`config.mk`:
```
export PLATFORM = sky130hd
export DESIGN_NAME = bin2bcd_display
export DESIGN_NICKNAME = d
export VERILOG_FILES = /design/src/rtl/d2b_pkg.sv /design/src/rtl/submit_debounce.sv /design/src/rtl/bin2bcd_display.sv
export SDC_FILE = /design/constraint.sdc
export NUM_CORES = 1
export LEC_CHECK = 0
export BUFFER_PORTS_ARGS = -buffer_cell sky130_fd_sc_hd__buf_2
export CORE_MARGIN = 2
export CORE_UTILIZATION = 30
export CTS_BUF_LIST = sky130_fd_sc_hd__clkbuf_8
export DETAILED_ROUTE_END_ITERATION = 6
export GPL_ROUTABILITY_DRIVEN = 0
export PLACE_DENSITY_LB_ADDON = 0.15
export SYNTH_ARGS = -nofsm -noshare
export SYNTH_HDL_FRONTEND = slang
export SYNTH_SLANG_ARGS = --single-unit
```
`constraint.sdc`:
```
create_clock -name clk -period 1.9 [get_ports clk]
set_input_delay 0 -clock clk [delete_from_list [all_inputs] [get_ports clk]]
set_output_delay 0 -clock clk [all_outputs]
set_load 0.01 [all_outputs]
```
`src/rtl/d2b_pkg.sv`:
```
// Shared definitions for the decimal/binary converter pair: FSM encodings,
// BCD nibble constants and the double-dabble add-3 correction helpers.
package d2b_pkg;

  localparam int BCD_NIB        = 4;
  localparam int BCD_MAX_DIGITS = 8;

  localparam logic [3:0] ADD3_THRESH = 4'd5;

  typedef logic [1:0] state_t;
  localparam state_t IDLE = 2'd0;
  localparam state_t CONV = 2'd1;
  localparam state_t DONE = 2'd2;

  function automatic logic [3:0] add3_nib(input logic [3:0] nib);
    if (nib >= ADD3_THRESH) begin
      add3_nib = nib + 4'd3;
    end else begin
      add3_nib = nib;
    end
  endfunction

  // Full-width correction; narrower users apply add3_nib per digit instead
  function automatic logic [BCD_NIB*BCD_MAX_DIGITS-1:0] add3_all(
    input logic [BCD_NIB*BCD_MAX_DIGITS-1:0] bcd
  );
    for (int i = 0; i < BCD_MAX_DIGITS; i++) begin
      add3_all[i*BCD_NIB +: BCD_NIB] = add3_nib(bcd[i*BCD_NIB +: BCD_NIB]);
    end
  endfunction

endpackage

```
`src/rtl/submit_debounce.sv`:
```
// Submit-button filter: the level rises after CYCLES consecutive high samples
// and falls on the first low sample.
module submit_debounce
  import d2b_pkg::*;
#(
  parameter int CYCLES = 16
) (
  input  logic clk,
  input  logic reset,
  input  logic din,
  output logic dout
);

  localparam int CW = $clog2(CYCLES + 1);

  logic [CW-1:0] cnt_r;

  // Count consecutive high samples; reset comes up "already pressed" so a held button never fires
  always_ff @(posedge clk) begin
    if (!reset) begin
      cnt_r <= CW'(CYCLES);
      dout  <= 1'b1;
    end else if (!din) begin
      cnt_r <= {CW{1'b0}};
      dout  <= 1'b0;
    end else if (cnt_r == CW'(CYCLES)) begin
      dout  <= 1'b1;
    end else begin
      cnt_r <= cnt_r + CW'(1);
      dout  <= (cnt_r == CW'(CYCLES - 1));
    end
  end

endmodule

```
`src/rtl/bin2bcd_display.sv`:
```
// Binary-to-BCD converter driving the LED bank, one double-dabble step per clock.
// Optional submit filter: define SUBMIT_DEBOUNCE_EN.
module bin2bcd_display
  import d2b_pkg::*;
#(
  parameter int BIN_W           = 10,
  parameter int DIGITS          = 4,
  parameter int DEBOUNCE_CYCLES = 16
) (
  input  logic                       clk,
  input  logic                       reset,
  input  logic                       submit,
  input  logic [BIN_W-1:0]           binary,
  output logic [BCD_NIB*DIGITS-1:0]  LEDs,
  output logic                       busy,
  output logic                       done
);

  localparam int BCD_W = BCD_NIB * DIGITS;
  localparam int SH_W  = BCD_W + BIN_W;
  localparam int CNT_W = $clog2(BIN_W);

  if ((((1 << BIN_W) - 1) >= 10 ** DIGITS) || (DEBOUNCE_CYCLES < 1)) begin : g_cfg_bad
    $error("bin2bcd_display: BIN_W does not fit in DIGITS, or DEBOUNCE_CYCLES < 1");
  end

  logic               submit_lvl_s;
  logic               submit_q_r;
  logic               start_s;
  state_t             state_r;
  logic [SH_W-1:0]    shreg_r;
  logic [SH_W-1:0]    sh_s;
  logic [BCD_W-1:0]   bcd_adj_s;
  logic [CNT_W-1:0]   cnt_r;

`ifdef SUBMIT_DEBOUNCE_EN
  submit_debounce #(
    .CYCLES (DEBOUNCE_CYCLES)
  ) u_submit_debounce (
    .clk   (clk),
    .reset (reset),
    .din   (submit),
    .dout  (submit_lvl_s)
  );
`else
  logic submit_sync_r;

  // Single sync flop on the button; resets high like the edge history below
  always_ff @(posedge clk) begin
    if (!reset) begin
      submit_sync_r <= 1'b1;
    end else begin
      submit_sync_r <= submit;
    end
  end

  assign submit_lvl_s = submit_sync_r;
`endif

  // Edge history; resetting to 1 stops a button held through reset from starting a conversion
  always_ff @(posedge clk) begin
    if (!reset) begin
      submit_q_r <= 1'b1;
    end else begin
      submit_q_r <= submit_lvl_s;
    end
  end

  assign start_s = submit_lvl_s & ~submit_q_r;

  // Add-3 correction on every digit ahead of the shift
  always_comb begin
    bcd_adj_s = {BCD_W{1'b0}};
    for (int i = 0; i < DIGITS; i++) begin
      bcd_adj_s[i*BCD_NIB +: BCD_NIB] = add3_nib(shreg_r[BIN_W + i*BCD_NIB +: BCD_NIB]);
    end
    sh_s = {bcd_adj_s, shreg_r[BIN_W-1:0]};
  end

  // Conversion FSM: load on start, BIN_W shift steps, then one cycle to publish
  always_ff @(posedge clk) begin
    if (!reset) begin
      state_r <= IDLE;
      shreg_r <= {SH_W{1'b0}};
      cnt_r   <= {CNT_W{1'b0}};
      LEDs    <= {BCD_W{1'b0}};
      busy    <= 1'b0;
      done    <= 1'b0;
    end else begin
      done <= 1'b0;
      case (state_r)
        IDLE: begin
          if (start_s) begin
            shreg_r <= SH_W'(binary);
            cnt_r   <= {CNT_W{1'b0}};
            busy    <= 1'b1;
            state_r <= CONV;
          end
        end
        CONV: begin
          shreg_r <= sh_s << 1;
          cnt_r   <= cnt_r + CNT_W'(1);
          if (cnt_r == CNT_W'(BIN_W - 1)) begin
            state_r <= DONE;
          end
        end
        DONE: begin
          LEDs    <= shreg_r[SH_W-1 -: BCD_W];
          done    <= 1'b1;
          busy    <= 1'b0;
          state_r <= IDLE;
        end
        default: begin
          busy    <= 1'b0;
          state_r <= IDLE;
        end
      endcase
    end
  end

endmodule

```
==> metrics list <==
- The first detailed-routing pass ran for 4 iterations.
* Share of layout cells above drive strength 1: 16.5%
- Setup TNS: 0 ns
- Met2 Use GR: approximately a fifth
- Summed over all cells, the static leakage comes to 1.04 nW.
- On the final layout, the worst clock skew is about 0.012 ns.
- STA classifies the critical path endpoint as a flop.
- Of all flip-flops after synthesis, the portion carrying an async set or reset was 0%.
* GRT Overall Usage: 13.0%
* Transition time at the pin with the least slew margin: a little over 0.6 ns
- After clock tree synthesis, the repair step resized 0 gates.
- For met3 alone, demand over resource in global routing was 2.77%.
- The HPWL after detailed placement is 3.24 mm.
- Clock Latency Late Sink: approximately 0.3 ns
- From left edge to right edge, the die measures 89.2 um.
- Number of vias after detailed routing: 1749
* Residual antenna-violating net count after detailed routing: 0
* Total wirelength of the detailed-routed design: 4.60 mm
- In the final routed layout, each cell accounts on average for about 12 um.
- Final count of negative-setup-slack endpoints: 0
- Worst R2R Path Depth: 6
- Pins over their slew limit: 0
- Most common cell after layout, fill and taps aside: dfxtp_1
- Number of top-level pins: 31
- Worst hold path depth: 3
- Max-Cap Viols: 0
- In this design, the stage delay of the slowest critical-path cell is 0.35 ns.
* Die Span Y: between 80 and 90 um
* Count of antenna diodes in the layout: 0
* Post-Syn Area: between 0.002 and 0.0025 mm2
- After detailed routing, the number of vias per cell comes to 4.55.
- Setup repair after global routing left no endpoint under its margin.
- The clock tree synthesis step divided the H-tree into 2 levels.
* Final Hold Viols: 0
* GRT met1 Usage: 18.1%
* Switching Fraction: 22.9%
* Area Overhead vs Synth: 20.1%
- For this run, the top clock speed supported by timing is 635 MHz.
* Predominant post-synthesis flop cell: dfxtp_1
- Worst-case clock buffer depth: 2
* Count of state elements after synthesis: 52
* Final period demand of the worst path: roughly 1.6 ns
- Category of the most critical setup path: reg2reg
- Power spent charging and discharging nets: about 0.00043 W
- For the worst setup path, the data required time is 2.14 ns.
* Post-layout nets: 307
- Number of antenna violations at the first check in global routing: 0
- Gate Count Post-Synth: 245
* Power density over cell area: 721 mW/mm2
- Entering global routing, the biggest net connects 19 pins.
- Flop-to-flop setup slack: 0.33 ns
- Across the VDD grid, the largest voltage drop is 0.296 mV.
* Critical-path top delay cell: dfxtp_1
* Worst setup SP type: flop
* Class of the worst hold path: in2reg
- For this configuration, the core starts out at a cell density of 30.5%.
- Clock-pin slew was measured on the worst setup and hold paths at 0.10 ns.
- Number of nets produced by synthesis: 268
- The run finished with clean final reports.
* Num CTS Buffers: 5
- For this block, the initial DRC count from the detailed router was 111.
- TritonCTS built the clock tree.
- Slew Limit Headroom: ~59%
- The share of total power dissipated in sequential elements is 59.7%.
* Global-route congestion overflow total: 0
- The critical path starts at shreg_r[15].
- Walking the worst path, the cells encountered are inv_1 > ha_1 > nand2b_1 > a21oi_1 > mux2i_1 > a22o_1.
- Largest fanout on the critical path: 4
- The startpoint identified for the worst hold timing path is reset.
- Fraction of the yosys area taken by sequential cells: 47.8%
* Syn Area/Cell: 8.89 um2
- Critical register-to-register path startpoint: shreg_r[15]
* Fin util: ~37%
- Remaining design rule violation count: 0
- Relative contribution of the clock network to total power: 34.2%
* Root buffer cell: clkbuf_8
- Wire length of the first global-routing pass: 7.97 mm
- Combinational group share of total power: 6.1%
* Floorplan row count: 31
* Number of clock sinks seen by CTS: 52
- The worst hold path terminates at shreg_r[6].
* Distinct cells, synth: 38
- The worst register-to-register path ends at shreg_r[16].
- The floorplan step defined a die boundary enclosing 0.00795 mm2.
* Number of flops mapped to enable cells by yosys: 0
- For this run, the number of Yosys warnings is 0.
* Core region area: 0.00714 mm2
- STA puts the critical path data arrival time at 1.81 ns.
- Final worst path period share: 82.9%
- The via count of the first global-routing pass was 1661.
- The library cells used most frequently in the layout, excluding fill and tap cells, are 52 x dfxtp_1, 36 x nand2_1, 30 x buf_2.
- Routing layer with the top usage in global route: met2
- Internal power consumption: 0.00145 W
* IO buf count: 30
## cell type report
type / count / area, um2
Fill cell: 803 / 4520
Sequential cell: 52 / 1040
Multi-Input combinational cell: 171 / 1040
Timing Repair Buffer: 44 / 280
Tap cell: 99 / 124
Clock buffer: 6 / 82.6
Inverter: 10 / 37.5
Clock inverter: 2 / 11.3
## power by group through the flow
stage / logic [W] / clock network, W / registers (W)
CTS: 0.000118 / 0.000680 / 0.00113
global route: 0.000132 / 0.000731 / 0.00113
global placement: 0.000101 / 0 / 0.00115
finish: 0.000115 / 0.000645 / 0.00113
detailed placement: 0.000102 / 0 / 0.00115
floorplan: 0.0000695 / 0 / 0.00115
## worst max-delay path: cells and delay by family, from the launching register on
family / cells / cell delay, ns
compound gates: 2 / 0.49
flops: 1 / 0.35
mux: 1 / 0.28
fa+ha+maj: 1 / 0.18
simple gates: 1 / 0.13
buf+inv: 1 / 0.09
## logic make-up after synthesis
group                      after synthesis  share of synthesized area, %
muxes                                    5                          2.36
adders and majority gates               10                          5.75
DFF                                     52                          47.8
AOI/OAI and AO/OA                       61                          18.1
and+or+nand+nor                         88                          18.6
xor gates and xnor gates                 7                          2.82
buffers and inverters                   22                          4.54
## per-layer routing
layer	wire length, um	vias up
li1	-	917
met1	2320	793
met2	2060	34
met3	184	5
met4	40	0
met5	0	-
## registers in the layout, summed over array words and instances, names as in the netlist
| signal | cells |
|---|---|
| done | 1 |
| submit_q_r | 1 |
| cnt_r | 4 |
| shreg_r | 26 |
| LEDs | 16 |
| submit_lvl_s | 1 |
| state_r | 2 |
| busy | 1 |
## worst max-delay path by stage
stage / end / slack (ns) / cells past startpoint
after floorplan: shreg_r[12] / 0.55 / 6
final: shreg_r[16] / 0.33 / 6
after detailed placement: cnt_r[3] / 0.32 / 4
after global placement: shreg_r[16] / 0.34 / 6
after global routing: cnt_r[3] / 0.13 / 4
after CTS: cnt_r[3] / 0.30 / 4
## timing repair
item | in CTS | in global routing
endpoints found under the hold margin | 10 | 0
setup buffers | 0 | 0
hold buffers | 10 | 0
## synthesized netlist by cell type, types with 2 or more instances
cell type  number  area, um2
dfxtp_1        52       1040
nand2_1        36        135
a21oi_1        26        130
nor2_1         25       93.8
ha_1           10        125
nand2b_1       10       62.6
inv_1           9       33.8
o221ai_1        9       78.8
o21ai_0         7       35.0
buf_2           6       30.0
o22ai_1         5       31.3
a22o_1          4       35.0
clkbuf_1        4       15.0
mux2i_1         4       40.0
xnor2_1         4       35.0
nand3_1         3       15.0
o32ai_1         3       26.3
xor2_1          3       26.3
a22oi_1         2       15.0
a32o_1          2       20.0
nor2_2          2       12.5
nor3_1          2       10.0
o31ai_1         2       15.0
## stage by stage
| step | cell area [um2] | setup slack (ns) | cells | total power, W | hold slack [ns] |
|---|---|---|---|---|---|
| after floorplan | 2180 | 0.546 | 245 | 0.00122 | 0.0730 |
| after global placement | 2420 | 0.342 | 366 | 0.00125 | 0.192 |
| after detailed placement | 2420 | 0.321 | 366 | 0.00125 | 0.199 |
| after CTS | 2610 | 0.297 | 384 | 0.00192 | 0.00428 |
| after global routing | 2610 | 0.125 | 384 | 0.00199 | 0.0108 |
| final | 2610 | 0.325 | 384 | 0.00189 | 0.00931 |
(Power assumes the default switching activity.)
